<file path="src/rtl/vga_fade_pkg.sv">
// Shared types and constants for the VGA fade-out output stage.
// The perceptual table is only used when VGA_FADE_GAMMA_EN is defined.
package vga_fade_pkg;

    localparam int FADE_MAX = 16;
    localparam int FADE_W   = 5;

    typedef enum logic [1:0] {
        OFF      = 2'd0,
        FADE_IN  = 2'd1,
        ON       = 2'd2,
        FADE_OUT = 2'd3
    } fade_state_t;

    localparam logic [FADE_W-1:0] GAMMA_LUT [0:FADE_MAX] = '{
        5'd0, 5'd1, 5'd1, 5'd2, 5'd2, 5'd3, 5'd4, 5'd5, 5'd6,
        5'd7, 5'd8, 5'd9, 5'd10, 5'd11, 5'd13, 5'd14, 5'd16
    };

    // c * m / 16, saturated to 4 bits; m = 16 returns c unchanged
    function automatic logic [3:0] scale_channel(input logic [3:0] c,
                                                 input logic [FADE_W-1:0] m);
        logic [8:0] prod;
        logic [8:0] shifted;
        prod    = 9'(c) * 9'(m);
        shifted = prod >> 4;
        if (shifted > 9'd15) begin
            return 4'hF;
        end
        return shifted[3:0];
    endfunction

endpackage

</file>
<file path="src/rtl/vga_delay_line.sv">
// Parameterised shift register; DEPTH = 0 degenerates to a wire.
// Every stage resets to RST_VAL so idle syncs stay high through reset.
module vga_delay_line #(
    parameter int             W       = 1,
    parameter int             DEPTH   = 1,
    parameter logic [W-1:0]   RST_VAL = '0
) (
    input  logic         clk,
    input  logic         rst,
    input  logic [W-1:0] d,
    output logic [W-1:0] q
);

    generate
        if (DEPTH == 0) begin : g_wire
            assign q = d;
        end else begin : g_regs
            logic [W-1:0] sr [DEPTH];

            always_ff @(posedge clk) begin
                if (rst) begin
                    for (int i = 0; i < DEPTH; i++) begin
                        sr[i] <= RST_VAL;
                    end
                end else begin
                    sr[0] <= d;
                    for (int i = 1; i < DEPTH; i++) begin
                        sr[i] <= sr[i-1];
                    end
                end
            end

            assign q = sr[DEPTH-1];
        end
    endgenerate

endmodule

</file>
<file path="src/rtl/vga_fade_out.sv">
// VGA output stage: blanking, frame-synchronous brightness fade, sync alignment.
// Optional build macro VGA_FADE_GAMMA_EN maps the step index through a perceptual table.
module vga_fade_out
    import vga_fade_pkg::*;
#(
    parameter int PIPE_DEPTH      = 2,
    parameter int FRAMES_PER_STEP = 2
) (
    input  logic              clk,
    input  logic              rst,
    input  logic              hsync_in,
    input  logic              vsync_in,
    input  logic              visible_in,
    input  logic [3:0]        r_in,
    input  logic [3:0]        g_in,
    input  logic [3:0]        b_in,
    input  logic              blank_req,
    output logic              hsync,
    output logic              vsync,
    output logic [3:0]        r,
    output logic [3:0]        g,
    output logic [3:0]        b,
    output logic [FADE_W-1:0] fade_level,
    output logic              fading
);

    generate
        if (PIPE_DEPTH < 1 || PIPE_DEPTH > 4) begin : g_bad_depth
            $error("vga_fade_out: PIPE_DEPTH must be 1..4");
        end
        if (FRAMES_PER_STEP < 1 || FRAMES_PER_STEP > 255) begin : g_bad_fps
            $error("vga_fade_out: FRAMES_PER_STEP must be 1..255");
        end
    endgenerate

    localparam logic [7:0]        CNT_LAST = 8'(FRAMES_PER_STEP - 1);
    localparam logic [FADE_W-1:0] LVL_MAX  = FADE_W'(FADE_MAX);

    logic              vsync_prev;
    logic              tick;
    logic [FADE_W-1:0] level_q;
    logic [FADE_W-1:0] target;
    logic [7:0]        cnt_q;
    logic [FADE_W-1:0] mult;
    fade_state_t       state_q;
    fade_state_t       state_d;

    assign tick   = vsync_prev & ~vsync_in;
    assign target = blank_req ? '0 : LVL_MAX;

    // Level only ever moves on a vsync falling edge, so a frame never changes brightness mid-way
    always_ff @(posedge clk) begin
        if (rst) begin
            vsync_prev <= 1'b1;
            level_q    <= '0;
            cnt_q      <= '0;
        end else begin
            vsync_prev <= vsync_in;
            if (level_q == target) begin
                cnt_q <= '0;
            end else if (tick) begin
                if (cnt_q == CNT_LAST) begin
                    cnt_q   <= '0;
                    level_q <= (level_q < target) ? level_q + 1'b1 : level_q - 1'b1;
                end else begin
                    cnt_q <= cnt_q + 8'd1;
                end
            end
        end
    end

    always_ff @(posedge clk) begin
        if (rst) begin
            state_q <= OFF;
        end else begin
            state_q <= state_d;
        end
    end

    always_comb begin
        state_d = state_q;
        if (level_q == target) begin
            state_d = (level_q == '0) ? OFF : ON;
        end else if (level_q < target) begin
            state_d = FADE_IN;
        end else begin
            state_d = FADE_OUT;
        end
    end

    always_comb begin
        fading     = (state_q == FADE_IN) || (state_q == FADE_OUT);
        fade_level = level_q;
    end

`ifdef VGA_FADE_GAMMA_EN
    assign mult = GAMMA_LUT[level_q];
`else
    assign mult = level_q;
`endif

    logic        s1_hsync;
    logic        s1_vsync;
    logic [11:0] s1_rgb;

    // First stage: scale and blank; later stages are pure delay
    always_ff @(posedge clk) begin
        if (rst) begin
            s1_hsync <= 1'b1;
            s1_vsync <= 1'b1;
            s1_rgb   <= '0;
        end else begin
            s1_hsync <= hsync_in;
            s1_vsync <= vsync_in;
            if (visible_in) begin
                s1_rgb <= {scale_channel(r_in, mult),
                           scale_channel(g_in, mult),
                           scale_channel(b_in, mult)};
            end else begin
                s1_rgb <= '0;
            end
        end
    end

    vga_delay_line #(
        .W       (2),
        .DEPTH   (PIPE_DEPTH - 1),
        .RST_VAL (2'b11)
    ) u_sync_dly (
        .clk (clk),
        .rst (rst),
        .d   ({s1_hsync, s1_vsync}),
        .q   ({hsync, vsync})
    );

    vga_delay_line #(
        .W       (12),
        .DEPTH   (PIPE_DEPTH - 1),
        .RST_VAL (12'h000)
    ) u_rgb_dly (
        .clk (clk),
        .rst (rst),
        .d   (s1_rgb),
        .q   ({r, g, b})
    );

endmodule

</file>
<file path="config.mk">
export PLATFORM = sky130hd
export DESIGN_NAME = vga_fade_out
export DESIGN_NICKNAME = d
export VERILOG_FILES = /design/src/rtl/vga_fade_pkg.sv /design/src/rtl/vga_delay_line.sv /design/src/rtl/vga_fade_out.sv
export SDC_FILE = /design/constraint.sdc
export NUM_CORES = 1
export LEC_CHECK = 0
export ABC_CLOCK_PERIOD_IN_PS = 4900
export BUFFER_PORTS_ARGS = -buffer_cell sky130_fd_sc_hd__buf_2
export CAP_MARGIN = 20
export CORE_MARGIN = 10
export CORE_UTILIZATION = 35
export CTS_CLUSTER_SIZE = 24
export DETAILED_ROUTE_END_ITERATION = 10
export PLACE_DENSITY = 0.63
export SETUP_SLACK_MARGIN = 0.1
export SYNTH_ARGS = -nofsm -noshare
export SYNTH_HDL_FRONTEND = slang
export SYNTH_SLANG_ARGS = --single-unit
</file>
<file path="constraint.sdc">
create_clock -name clk -period 4.9 [get_ports clk]
set_clock_uncertainty 0.1 [all_clocks]
set_input_delay 1.225 -clock clk [delete_from_list [all_inputs] [get_ports clk]]
set_output_delay 1.225 -clock clk [all_outputs]
set_load 0.02 [all_outputs]
</file>
==> run metrics <==
final wirelength 6.441 mm; Layout Utilization 0.4036; min-delay worst type flip-flop to flip-flop; H-tree depth 2; setup violators final 0; mean post-synth cell area 9.157 um^2; most common cell after layout, fill and taps aside and2_1; All-Layer GR Usage 0.1027; Reg clk slew, reported paths ~80 ps; FF-to-FF setup slack 1230 ps; Via Count around 2400; outcome complete, no violations; RSZ-0062 raised after global routing false; fraction of layout cells with a size suffix above 1 0.1543; core region area roughly 8700 um^2; number of synthesized flops with an enable pin 0; CTS Sinks 42; vias in the first global route approximately 2500; # hold bufs at CTS 0; Area contributors post-synth dfxtp_1, ha_1, fa_1, and2_1, a21oi_1; CTS Buffer Depth 2; Max Cap Viol 0; DP HPWL 5.080 mm; Post-Synth Simple-Gate Area 0.2405; Initial Util 0.3591; placed inst area ~3400 um^2; RR Startpoint fade_level[0]; Distinct cells, synth between 50 and 60; max-slew violation count 0; worst flop-to-flop path endpoint s1_rgb[5]; Gate Count Post-Synth 342; PortBufs 37; aggregate global routing overflow 0; XOR/XNOR Fraction of Synth Area 0.05593; FF-to-FF path depth 10; minimum clock period roughly 3800 ps; Layout area overhead 12.39%; final hold viol count 0; Post-synth ARST share 0; die area ~13000 um^2; initial antenna violation count 0; routed vias/inst 5.048; Yosys top cell by area dfxtp_1; most frequent cells in the layout and2_1, dfxtp_1, ha_1; CP Data Required Time about 5000 ps; Net Count, Synth about 420; mapped cell area 3132 um^2; drc violations 0; iteration count of the initial detailed-routing pass 4; Data arrival, critical path a little under 4000 ps; maximum clock rate 262.4 MHz; pin count of the biggest net entering global routing 25; DR iter-0 viols 74; Synth Warn # 0; post-synthesis mux area share 0; row count 34; WL/cell 13.31 um; Tightest Pin Transition ~750 ps; CP Launch Type primary input; IO Count 38; dominant synthesized flop cell dfxtp_1; Adder-Cell Fraction of Synth Area 0.2621; main combinational cell family by area after synthesis adder cells; hold depth 1; post-route ant nets 0; post-CTS sizing 0; post-synthesis register bit count 42; Non-Filler Instances 484; Hold EP u_sync_dly.g_regs.sr[0][1]; CP endpoint kind flip-flop; clock buffer count from CTS 5; peak supply drop just over 0.00008 V; post-synth top area share 0.2685; CP Class primary input to flip-flop; chip height 114.6 um; HP Start s1_hsync; Placed Cells 476; root buf cell clkbuf_8; sequential share of the synthesized area 0.2685; CTS tree done; setup bufs post-CTS 0; critical path peak fanout 5; post-synthesis compound-gate area fraction 0.1450; Die X 114.6 um; setup TNS 0 ps; final antenna diode count 0; final instance area ~3500 um^2; Slew HR 0.4998; post-route clock period utilization 0.7778; nets 449; Leakage Power 0.001704 uW; Clock Latency Late Sink 290 ps; first-pass GRT wire length 11.39 mm; Final GP Congestion roughly 0.81; Power Dens Cells 190.9 nW/um^2
==> area by class of cell <==
cell class	instances	area, um^2
clock buffers	6	72.57
clock inverters	2	37.54
fillers	869	5201
inverters	12	45.04
multi-input cells	277	2203
flip-flops and latches	42	840.8
well taps	108	135.1
repair buffers	37	185.2
==> stage by stage <==
| step | hold WS [ps] | setup WS [ps] | total power [uW] |
|---|---|---|---|
| 3_3_place_gp | 300.2 | 847.8 | 413.5 |
| 2_1_floorplan | 289.5 | 1119 | 392.8 |
| 5_1_grt | 348.7 | 908.0 | 701.2 |
| 3_5_place_dp | 302.4 | 779.7 | 414.9 |
| 6_report | 314.4 | 1089 | 671.7 |
| 4_1_cts | 321.2 | 1096 | 681.3 |
==> state kept, by name, indices dropped and copies added, names as in the netlist <==
register and count:
state_q 1, s1_hsync 1, s1_vsync 1, fade_level 5
s1_rgb 12, u_sync_dly.g_regs.sr 2, cnt_q 8, u_rgb_dly.g_regs.sr 12
==> critical path, stage by stage <==
cell     delay [ps]
buf_2           110
nand2_1          80
fa_1            560
inv_1            50
fa_1            480
ha_1            290
nand4_1         160
o21ai_0         360
o221a_2         260
o21ai_1         100
o21a_1          210
==> logic make-up (layout without fill, tap and decap cells) <==
| family | Yosys count | count (layout) |
|---|---|---|
| and+or+nand+nor | 135 | 135 |
| buffers and inverters | 23 | 57 |
| AOI/OAI and AO/OA | 66 | 66 |
| xor gates and xnor gates | 20 | 20 |
| DFF | 42 | 42 |
| adders and majority gates | 56 | 56 |
==> power by group <==
group	switching, uW	total [uW]	internal [uW]	leakage [uW]
combinational	33.2	55.4	22.2	0.00131
sequential	5.22	351	346	0.000340
clock	114	266	152	0.0000514
total	152	672	520	0.00170
==> metal layers <==
metal  routed length [um]  up-vias  track usage
met5                    0        -            0
met4                  100        0      0.03926
met3                  186        7      0.01415
met2                 3141       32       0.1801
met1                 3013     1164       0.1231
li1                     -     1240            -
==> how the worst max path moves through the flow <==
| stage | from | to | slack [ps] |
|---|---|---|---|
| final | g_in[3] | s1_rgb[5] | 1090 |
| after global routing | g_in[3] | s1_rgb[5] | 910 |
| after CTS | g_in[3] | s1_rgb[5] | 1100 |
| after detailed placement | g_in[3] | s1_rgb[5] | 780 |
| after global placement | g_in[3] | s1_rgb[6] | 850 |
| after floorplan | g_in[3] | s1_rgb[4] | 1120 |
==> cells in the mapped netlist, types with 2 or more instances <==
| cell | instances |
|---|---|
| and2_1 | 43 |
| dfxtp_1 | 42 |
| ha_1 | 40 |
| nand2_1 | 26 |
| a21oi_1 | 22 |
| fa_1 | 16 |
| nor2_1 | 16 |
| nor2b_1 | 14 |
| inv_1 | 12 |
| xnor2_1 | 11 |
| clkbuf_1 | 9 |
| xor2_1 | 9 |
| o21ai_0 | 8 |
| nand3_1 | 6 |
| nand4_1 | 5 |
| nor3_1 | 5 |
| a21o_1 | 4 |
| o21a_1 | 4 |
| o21bai_1 | 4 |
| or2_2 | 4 |
| a211oi_1 | 3 |
| a21oi_2 | 3 |
| nand2b_1 | 3 |
| a221oi_1 | 2 |
| o21ai_1 | 2 |
(Power assumes the default switching activity.)
